--- src/rtl/motor_step_scheduler.sv ---
// motor_step_scheduler: accepts move commands and drives the stepper phase
// driver with an enable and one single-cycle step pulse per step at the
// commanded period. Supports hold (pause), abort and a completion pulse.
module motor_step_scheduler #(
  parameter int unsigned CNT_W = 16,
  parameter int unsigned DIV_W = 16
) (
  input  logic             clk,
  input  logic             rst,
  input  logic             cmd_valid,
  output logic             cmd_ready,
  input  logic [CNT_W-1:0] cmd_steps,
  input  logic [DIV_W-1:0] cmd_period,
  input  logic             hold,
  input  logic             abort,
  output logic             motor_en,
  output logic             motor_clk_en,
  output logic             busy,
  output logic             done,
  output logic             aborted,
  output logic [CNT_W-1:0] steps_left
);

  typedef enum logic [1:0] {
    S_IDLE = 2'd0,
    S_RUN  = 2'd1,
    S_DONE = 2'd2
  } state_t;

  state_t           state;
  logic [DIV_W-1:0] timer;
  logic [DIV_W-1:0] period_q;
  logic             abort_q;
  logic [DIV_W-1:0] period_eff;
  logic             last_step;

  // A period of zero behaves as one clock per step
  assign period_eff = (cmd_period == '0) ? DIV_W'(1) : cmd_period;

  // Step pulse: due whenever the timer has expired and we are not paused
  assign motor_clk_en = (state == S_RUN) && (timer == '0) && !hold;
  assign last_step    = motor_clk_en && (steps_left == CNT_W'(1));

  // Outputs decoded from registered state; only cmd_ready sees rst directly
  assign cmd_ready = (state == S_IDLE) && !rst;
  assign motor_en  = (state == S_RUN);
  assign busy      = (state == S_RUN);
  assign done      = (state == S_DONE);
  assign aborted   = (state == S_DONE) && abort_q;

  // Sequencer: command accept, step timing, hold/abort and completion
  always_ff @(posedge clk) begin
    if (rst) begin
      state      <= S_IDLE;
      timer      <= '0;
      period_q   <= '0;
      steps_left <= '0;
      abort_q    <= 1'b0;
    end else begin
      case (state)
        S_IDLE: begin
          if (cmd_valid) begin
            steps_left <= cmd_steps;
            abort_q    <= 1'b0;
            if (cmd_steps == '0) begin
              state <= S_DONE;
            end else begin
              period_q <= period_eff;
              timer    <= period_eff - DIV_W'(1);
              state    <= S_RUN;
            end
          end
        end
        S_RUN: begin
          if (!hold) begin
            if (timer == '0) begin
              steps_left <= steps_left - CNT_W'(1);
              timer      <= period_q - DIV_W'(1);
              if (steps_left == CNT_W'(1)) begin
                state <= S_DONE;
              end
            end else begin
              timer <= timer - DIV_W'(1);
            end
          end
          // Normal completion on the same cycle takes precedence over abort
          if (abort && !last_step) begin
            state   <= S_DONE;
            abort_q <= 1'b1;
          end
        end
        S_DONE: begin
          state   <= S_IDLE;
          abort_q <= 1'b0;
        end
        default: begin
          state <= S_IDLE;
        end
      endcase
    end
  end

endmodule

--- config.mk ---
export PLATFORM = sky130hd
export DESIGN_NAME = motor_step_scheduler
export DESIGN_NICKNAME = d
export VERILOG_FILES = /design/src/rtl/motor_step_scheduler.sv
export SDC_FILE = /design/constraint.sdc
export NUM_CORES = 1
export LEC_CHECK = 0
export ABC_CLOCK_PERIOD_IN_PS = 3000
export CAP_MARGIN = 15
export CORE_ASPECT_RATIO = 1.1
export CORE_MARGIN = 2
export CORE_UTILIZATION = 40
export CTS_CLUSTER_DIAMETER = 100
export DETAILED_ROUTE_END_ITERATION = 6
export GPL_ROUTABILITY_DRIVEN = 0
export SKIP_LAST_GASP = 1
export SYNTH_ARGS = -nofsm -noshare
export SYNTH_HDL_FRONTEND = slang
export SYNTH_SLANG_ARGS = --single-unit
--- constraint.sdc ---
create_clock -name clk -period 3 [get_ports clk]
set_input_delay 0.75 -clock clk [delete_from_list [all_inputs] [get_ports clk]]
set_output_delay 0.75 -clock clk [all_outputs]
set_load 0.005 [all_outputs]
==> results.md, run 1 <==
- Asr flop ratio synth: 0
- Peak supply drop: about 0.2 mV
- PortBufs: 58
- Post-synth EDFFs: 0
- Required @ worst endpoint: 2.25 ns
- Leak pwr: 1.52 nW
- GRT overflow: 0
- Synth Area in Compound Gates: 0.238
- CTS H-tree depth: 2
- Cell variety after synth: 72
- Syn avg cell area: about 8.1 um2
- Crit start category: flip-flop
- Max stage delay cell, worst path: clkdlybuf4s50_1
- Drt first-iter violations: ~110
- Mux share of post-synthesis cell area: 0.0688
- Layout cells sized above 1: 0.144
- Setup crit end kind: output pin
- Yosys warns: 0
- Post-CTS setup buffer count: 0
- Max-slew headroom: 0.590
- Initial Util: 0.409
- Antenna-violating nets left: 0
- Final core occ: 0.516
- Synth top area share: 0.319
- Yosys top cell by area: dfxtp_1
- Synth area leaders: dfxtp_1 32%, mux2i_1 6.9%, nor2_1 6.6%, a211oi_1 3.8%, nand2_1 3.6%
- DR DRC count: 0
- Largest net degree at the start of global routing: 54
- Ant diodes: 0
- Crit path depth: 5
- Synth-to-layout area growth: 26.4%
- Non-Filler Instances: 565
- GRT Total Usage: 0.215
- DR pass1 iterations: 4
- Setup TNS: 0 ns
- TritonCTS clock tree: done
- Largest family of logic cells by synthesized area: simple AND/OR/NAND/NOR gates
- Worst min path class: reg -> reg
- CTS Sinks: 51
- Run status: complete, no violations
- Synthesized area: 3200 um2
- Post-Synth Simple-Gate Area: 0.275
- Final #Nets: 496
- Final Cycle Share: 0.952
- Sequential fraction of the synthesis area: 0.319
- Cell breakdown of the critical path: nor4_2 -> and4_2 -> nand2b_4 -> nor2_1 -> clkdlybuf4s50_1
- Chip width: slightly below 90 um
- Setup CP Type: reg -> out
- Setup ws final: 0.145 ns
- Vias in the first global route: between 3k and 4k
- Clock Path Buffers: 2
- Routed len/inst: 15.7 um
- Clock root cell: clkbuf_8
- First-pass GRT wire length: 15.1 mm
- Synth Area in XOR/XNOR: 0.0274
- Die area: 8730 um2
- Pwr Density: 502 nW/um2
- Crit-path max FO: 6
- Worst R2R Path Depth: 11
- Final clock skew: 0.0146 ns
- Worst Max-Slew Pin Slew: 0.616 ns
- Initial antenna violation count: 0
- Fmax: 350 MHz
- Clock Pin Slew Worst Setup and Hold Paths: 0.11 ns
- Critical Path AT: approximately 2.1 ns
- Cell row count: 34
- Max incr delay on CP: 0.51 ns
- IO Pins: 59
- WHS: 0.476 ns
- HPWL Detailed: 6.52 mm
- Post-place setup slack: -0.0767 ns
- Final setup viols: 0
- Synth Net Count: 433
- Post-route minimum period: 2.85 ns
- CP bufs+invs: 1
- Vias per inst: approximately 5.6
- Clock Latency Late Sink: 0.31 ns
- Core area: 7830 um2
- Via count: 3187
- Fin. Hold Viols: 0
- Max-Cap Viols: 0
- Yosys reg bits: 51
- Fin. max-slew vios: 0
- Placed cell count: 557
- Post-Synth Adder-Cell Area: 0.0117
- Synth Flop Type: dfxtp_1
- Crit-path leading delay family: simple AND/OR/NAND/NOR gates
- RSZ-0062 raised after global routing: no
- Die Y: between 90 and 100 um
- Syn Inst Count: approximately 390
- Total routed wirelength: slightly below 9 mm
- Hold depth: 2
- Cts bufs inserted: 5
==> final cells by class <==
type	count	area, um2
multi-input cells	305	1990
clock buffers	5	68.8
clock inverters	3	15.0
well taps	108	135
fillers	831	3780
flip-flops and latches	51	1020
repair buffers	85	778
inverters	8	30.0
==> cells in the final DEF, fill, tap and decap left out, types with 6 or more instances in the layout <==
| cell type | instances |
|---|---|
| a211oi_1 | 16 |
| inv_1 | 7 |
| nor2_1 | 56 |
| nand3_1 | 10 |
| nor4_1 | 8 |
| dfxtp_1 | 51 |
| a21oi_1 | 21 |
| nor4_2 | 6 |
| nor3_1 | 13 |
| o21ai_1 | 12 |
| buf_4 | 27 |
| clkdlybuf4s50_1 | 57 |
| nand2_1 | 31 |
| o21ai_0 | 14 |
| mux2i_1 | 22 |
| nand4_1 | 7 |
==> cells in the mapped netlist, types with 8 or more instances <==
| master | count |
|---|---|
| nand3_1 | 10 |
| a21oi_1 | 21 |
| nor4_1 | 8 |
| a211oi_1 | 16 |
| nor3_1 | 13 |
| o21ai_1 | 13 |
| o21ai_0 | 14 |
| nor2_1 | 56 |
| nand2_1 | 31 |
| dfxtp_1 | 51 |
| buf_2 | 12 |
| mux2i_1 | 22 |
| clkbuf_1 | 9 |
==> registers in the layout, indices dropped and copies added (netlist names) <==
signal      cells
state           2
period_q       16
timer          16
abort_q         1
steps_left     16
==> logic make-up (layout without fill, tap and decap cells) <==
family	after synthesis	count (layout)
buffers and inverters	37	101
AOI/OAI and AO/OA	108	108
and+or+nand+nor	162	162
muxes	22	22
xor gates and xnor gates	10	10
DFF	51	51
adders and majority gates	3	3
==> layer usage <==
layer	vias to the layer above	track usage	routed length [um]
met2	87	0.354	4440
met1	1530	0.292	3920
met5	-	0	0
met3	8	0.0296	446
li1	1562	-	-
met4	0	0.0608	92
==> path summary, 6_finish.rpt <==
check | startpoint | endpoint | slack [ns]
worst max register to register | state[1]$_SDFFE_PP0P_ | timer[12]$_SDFFE_PP0P_ | 0.44
worst min register to register | abort_q$_SDFFE_PP0P_ | abort_q$_SDFFE_PP0P_ | 0.48
worst max-delay path | timer[14]$_SDFFE_PP0P_ | motor_clk_en | 0.15
worst min-delay path | abort_q$_SDFFE_PP0P_ | abort_q$_SDFFE_PP0P_ | 0.48
==> stage by stage <==
stage               total power [mW]  cell area, um2
floorplan                       1.37            3200
global placement                1.63            3960
detailed placement              1.64            3960
CTS                             2.05            4040
global route                    2.18            4040
finish                          2.03            4040
==> worst register-to-register path: stages (launching register included) <==
cell	delay, ns
dfxtp_1	0.45
nand2b_2	0.18
buf_4	0.32
mux2i_1	0.23
o21ai_1	0.11
inv_1	0.08
ha_1	0.17
o211ai_2	0.12
nor4_4	0.28
nand3b_1	0.16
xor2_1	0.17
a211oi_1	0.23
==> power by group <==
group | internal (mW) | leakage [nW] | switching, mW
sequential | 0.761 | 0.421 | 0.0931
combinational | 0.361 | 1.05 | 0.416
clock | 0.161 | 0.0477 | 0.236
==> what timing repair did <==
item                       in CTS  in global routing
hold buffers                    0                  0
setup endpoints to repair       0                  1
resized for setup               0                  1
No activity file was read; power rests on OpenSTA's default activity.
==> inputs of run 2 (changes only) <==
--- a/config.mk
+++ b/config.mk
@@ -12,7 +12,9 @@
 export CORE_UTILIZATION = 40
 export CTS_CLUSTER_DIAMETER = 100
 export DETAILED_ROUTE_END_ITERATION = 6
+export DONT_BUFFER_PORTS = 1
 export GPL_ROUTABILITY_DRIVEN = 0
+export SETUP_SLACK_MARGIN = 0.3
 export SKIP_LAST_GASP = 1
 export SYNTH_ARGS = -nofsm -noshare
 export SYNTH_HDL_FRONTEND = slang
==> run 2 against run 1 <==
- utilization down 8.4 points
- non-clock buffer count down 72
- clock skew increased by 0.00062 ns
- flip-flop and latch count is the same
- worst hold slack worse by 0.0083 ns
- register-to-register slack better by 0.10 ns
- critical path type unchanged
- sequential share of layout area rose by 5.0 points
- worst setup slack gained 0.33 ns
- sequential power up 0.7%
- via count down 11%
- largest cell class unchanged
==> results.md, run 2 (synthesized netlist as in run 1, its figures left out) <==
- Run status: complete, no violations
- Cell row count: 34
- First-pass GRT wire length: 13.3 mm
- GRT Total Usage: 0.192
- Post-place setup slack: 0.309 ns
- CTS H-tree depth: 2
- CTS Sinks: 51
- Worst R2R Path Depth: 11
- Fin. max-slew vios: 0
- Leak pwr: 1.24 nW
- Largest net degree at the start of global routing: 55
- Max-slew headroom: 0.560
- Required @ worst endpoint: about 2.3 ns
- Setup ws final: 0.480 ns
- R2R Setup Slk: 0.54 ns
- Clock Path Buffers: 2
- Via count: 2843
- Clock Latency Late Sink: 0.31 ns
- Final setup viols: 0
- Max-Cap Viols: 0
- Setup crit end kind: output pin
- R2r endpoint: timer[14]$_SDFFE_PP0P_
- Antenna-violating nets left: 0
- Final clock skew: 0.0152 ns
- Ant diodes: 0
- DR DRC count: 0
- Biggest regs: period_q: 16 flops, steps_left: 16 flops, timer: 16 flops
- Crit start category: flip-flop
- RR Startpoint: state[1]$_SDFFE_PP0P_
- Routed len/inst: 16.7 um
- PortBufs: 0
- Clock Pin Slew Worst Setup and Hold Paths: roughly 0.090 ns
- Commonest non-fill, non-tap cell in the layout: nor2_1
- DR pass1 iterations: 4
- Initial antenna violation count: 0
- Fin. Hold Viols: 0
- Worst hold start: abort_q$_SDFFE_PP0P_
- Chip width: approximately 89 um
- Cts bufs inserted: 5
- Vias in the first global route: 2667
- Die Y: 97.8 um
- HPWL Detailed: 5.90 mm
- Synth-to-layout area growth: 5.79%
- WHS Endpoint: abort_q$_SDFFE_PP0P_
- Fmax: 397 MHz
- Die area: 8730 um2
- Peak supply drop: between 0.2 and 0.25 mV
- Worst Max-Slew Pin Slew: 0.660 ns
- Final Cycle Share: 0.840
- Setup CP Type: reg -> out
- IO Pins: 59
- Worst min path class: reg -> reg
- Post-route minimum period: 2.52 ns
- Core area: 7830 um2
- TritonCTS clock tree: done
- Setup TNS: 0 ns
- GRT overflow: 0
- Critical Path AT: 1.77 ns
- Clock root cell: clkbuf_8
- Total routed wirelength: 8.25 mm
- Initial Util: 0.409
- Drt first-iter violations: 140
- Pwr Density: 560 nW/um2
- Hold depth: 2
- Final #Nets: around 420
- Layout cells sized above 1: 0.140
- RSZ-0062 raised after global routing: no
- Vias per inst: 5.77
- Crit-path max FO: 9
- Commonest cells after routing, fill and taps aside: 56 x nor2_1, 49 x dfxtp_1, 31 x nand2_1, 22 x mux2i_1, 21 x a21oi_1
## run 2: cell types whose count changed in the layout (fill, tap and decap cells not counted), moves of 2 or more
cell / previous run / this run
dfxtp_1: 51 / 49
buf_4: 27 / 11
clkdlybuf4s50_1: 57 / 0
inv_6: 0 / 2
dfxtp_2: 0 / 2
clkinv_2: 3 / 1
buf_6: 0 / 2
## run 2: critical path: stages, from the launching register on
cell and delay, ns:
dfxtp_1 0.35, nor4_2 0.40, and4_1 0.29, buf_4 0.21, nand2b_4 0.07, nor2_1 0.15
## run 2: how the worst max path moves through the flow
stage	startpoint	end	cells past startpoint
2_1_floorplan	cmd_period[5]	timer[10]$_SDFFE_PP0P_	10
3_3_place_gp	cmd_period[5]	timer[10]$_SDFFE_PP0P_	9
3_5_place_dp	cmd_period[5]	timer[10]$_SDFFE_PP0P_	9
4_1_cts	timer[5]$_SDFFE_PP0P_	timer[12]$_SDFFE_PP0P_	10
5_1_grt	state[1]$_SDFFE_PP0P_	timer[12]$_SDFFE_PP0P_	11
6_report	timer[1]$_SDFFE_PP0P_	motor_clk_en	5
## run 2: report_power, final
part / internal (mW) / total [mW] / switching [mW]
logic: 0.260 / 0.617 / 0.357
registers: 0.761 / 0.860 / 0.0990
clock network: 0.169 / 0.418 / 0.249
total: 1.19 / 1.90 / 0.705
## run 2: final cells by class
type / count / area, um2
fillers: 811 / 4440
multi-input cells: 305 / 2000
flip-flops and latches: 51 / 1020
well taps: 108 / 135
repair buffers: 13 / 105
clock buffers: 5 / 68.8
inverters: 8 / 30.0
clock inverters: 3 / 22.5
## run 2: per-stage QoR
step / utilization / instance area [um2] / total power, mW / std cells / hold WS, ns
floorplan: - / 3200 / 1.37 / 393 / 0.445
global placement: 0.416 / 3250 / 1.47 / 482 / 0.448
detailed placement: 0.416 / 3250 / 1.48 / 482 / 0.456
CTS: 0.427 / 3350 / 1.90 / 490 / 0.470
global route: 0.432 / 3380 / 2.03 / 493 / 0.468
finish: 0.432 / 3380 / 1.90 / 493 / 0.468
## run 2: what timing repair did
action                     CTS  global route
hold buffers                 0             0
setup buffers                0             2
gates resized for setup      0             5
setup endpoints to repair    0             2
## run 2: per-layer routing
| layer | GRT usage | part of all wire | vias to the layer above |
|---|---|---|---|
| met5 | 0 | 0 | - |
| met4 | 0.0425 | 0.012 | 0 |
| met3 | 0.0372 | 0.071 | 7 |
| met2 | 0.325 | 0.49 | 86 |
| met1 | 0.251 | 0.43 | 1327 |
| li1 | - | - | 1423 |
==> inputs of run 3 (changes only) <==
--- a/config.mk
+++ b/config.mk
@@ -5,7 +5,7 @@
 export SDC_FILE = /design/constraint.sdc
 export NUM_CORES = 1
 export LEC_CHECK = 0
-export ABC_CLOCK_PERIOD_IN_PS = 3000
+export ABC_CLOCK_PERIOD_IN_PS = 2400
 export CAP_MARGIN = 15
 export CORE_ASPECT_RATIO = 1.1
 export CORE_MARGIN = 2
==> constraint.sdc (replaced) <==
create_clock -name clk -period 2.4 [get_ports clk]
set_input_delay 0.6 -clock clk [delete_from_list [all_inputs] [get_ports clk]]
set_output_delay 0.6 -clock clk [all_outputs]
set_load 0.005 [all_outputs]
==> run 3 against run 2 <==
- cell area is 18% higher
- non-clock buffer count rose by 30
- largest cell class unchanged
- via count grew 8.1%
- sequential power increased by 28%
- largest power group unchanged
==> results.md, run 3 (synthesized netlist as in run 1, its figures left out) <==
- WHS Endpoint: state[0]$_SDFFE_PP0P_
- Initial antenna violation count: 0
- Ant diodes: 0
- Final clock skew: about 0.013 ns
- CTS H-tree depth: 2
- Max-Cap Viols: 0
- Setup ws final: 0.198 ns
- Clock Latency Late Sink: 0.31 ns
- Routed len/inst: 17.6 um
- Chip width: 89.3 um
- Clock root cell: clkbuf_8
- Vias in the first global route: between 2k and 3k
- Worst min path class: in -> reg
- Hold depth: 1
- Peak supply drop: about 0.35 mV
- Cts bufs inserted: 5
- Post-place setup slack: -0.0609 ns
- HPWL Detailed: about 6.3 mm
- Setup crit end kind: output pin
- Setup TNS: 0 ns
- Final #Nets: around 450
- Worst Max-Slew Pin Slew: 0.588 ns
- Final Cycle Share: 0.917
- Synth-to-layout area growth: 25.0%
- Initial Util: 0.409
- Leak pwr: 1.47 nW
- Cell row count: 34
- Worst hold start: rst
- Via count: around 3k
- Final setup viols: 0
- Die Y: 97.8 um
- Fin. Hold Viols: 0
- Crit start category: flip-flop
- Crit-path max FO: 2
- Antenna-violating nets left: 0
- GRT overflow: 0
- PortBufs: 0
- TritonCTS clock tree: done
- Clock Path Buffers: 2
- Critical Path AT: 1.60 ns
- Commonest cells after routing, fill and taps aside: 56 x nor2_1, 35 x buf_4, 33 x dfxtp_1, 29 x nand2_1, 20 x mux2i_1
- Total routed wirelength: 9.18 mm
- RR Startpoint: timer[10]$_SDFFE_PP0P_
- Commonest non-fill, non-tap cell in the layout: nor2_1
- RSZ-0062 raised after global routing: yes
- Fmax: 454 MHz
- First-pass GRT wire length: 13.8 mm
- IO Pins: 59
- Pwr Density: approximately 670 nW/um2
- Run status: complete, no violations
- Final core occ: 0.511
- Fin. max-slew vios: 0
- Clock Pin Slew Worst Setup and Hold Paths: roughly 0.09 ns
- Biggest regs: period_q: 16 flops, steps_left: 16 flops, timer: 16 flops
- Vias per inst: 5.87
- Required @ worst endpoint: about 1.8 ns
- Die area: roughly 8700 um2
- CTS Sinks: 51
- Worst R2R Path Depth: 10
- DR DRC count: 0
- Largest net degree at the start of global routing: 55
- Setup CP Type: reg -> out
- Max-slew headroom: 0.608
- R2R Setup Slk: about 0.22 ns
- DR pass1 iterations: 5
- Post-route minimum period: roughly 2.2 ns
- GRT Total Usage: 0.199
- Drt first-iter violations: 103
- R2r endpoint: timer[12]$_SDFFE_PP0P_
- Core area: 7830 um2
- Layout cells sized above 1: 0.313
run 3: cell count changes in the layout (fill, tap and decap cells not counted), moves of 7 or more:
cell	previous run	this run
dfxtp_1	49	33
buf_4	11	35
nor4_4	1	8
dfxtp_2	2	14
run 3: area by class of cell:
cell class,count,area [um2]
Sequential cell,51,1050
Inverter,8,32.5
Fill cell,754,3830
Clock inverter,2,12.5
Multi-Input combinational cell,305,2290
Timing Repair Buffer,43,407
Tap cell,108,135
Clock buffer,6,72.6
run 3: worst max path at each step:
stage / end / start / cells past startpoint / slack, ns
6_report: motor_clk_en / timer[14]$_SDFFE_PP0P_ / 5 / 0.20
3_3_place_gp: timer[10]$_SDFFE_PP0P_ / cmd_period[4] / 9 / 0.05
4_1_cts: timer[12]$_SDFFE_PP0P_ / timer[5]$_SDFFE_PP0P_ / 10 / 0.19
5_1_grt: timer[14]$_SDFFE_PP0P_ / timer[5]$_SDFFE_PP0P_ / 10 / 0.11
2_1_floorplan: timer[8]$_SDFFE_PP0P_ / timer[10]$_SDFFE_PP0P_ / 12 / 0.23
3_5_place_dp: timer[10]$_SDFFE_PP0P_ / cmd_period[4] / 9 / -0.06
run 3: metrics by stage:
stage          power, mW  hold WS, ns  instances  instance area [um2]
5_1_grt             2.83        0.334        523                 4000
2_1_floorplan       1.74        0.445        393                 3280
3_5_place_dp        1.92        0.460        492                 3420
6_report            2.67        0.354        523                 4000
3_3_place_gp        1.90        0.447        492                 3420
4_1_cts             2.54        0.336        513                 3720
run 3: repair_timing:
item / in CTS / in global routing
gates cloned: 0 / 3
resized for setup: 32 / 31
setup buffers: 13 / 7
endpoints found under the setup margin: 29 / 31
hold buffers: 0 / 0
pin swaps: 15 / 23
run 3: routing by layer:
layer	track usage	routed length, um	up-vias
met1	0.246	3800	1484
met3	0.0380	606	14
met2	0.342	4580	92
met5	0	0	-
met4	0.0608	196	0
li1	-	-	1482
run 3: report_power, final:
part / internal (mW) / total [mW] / switching, mW
Clock: 0.205 / 0.504 / 0.299
Combinational: 0.503 / 1.07 / 0.564
Sequential: 0.963 / 1.10 / 0.140
run 3: critical path, cell delays in order, from the launching register on:
cell,delay (ns)
dfxtp_2,0.35
nor4_4,0.33
and4_1,0.28
buf_4,0.15
nand2b_4,0.06
nor2_1,0.13
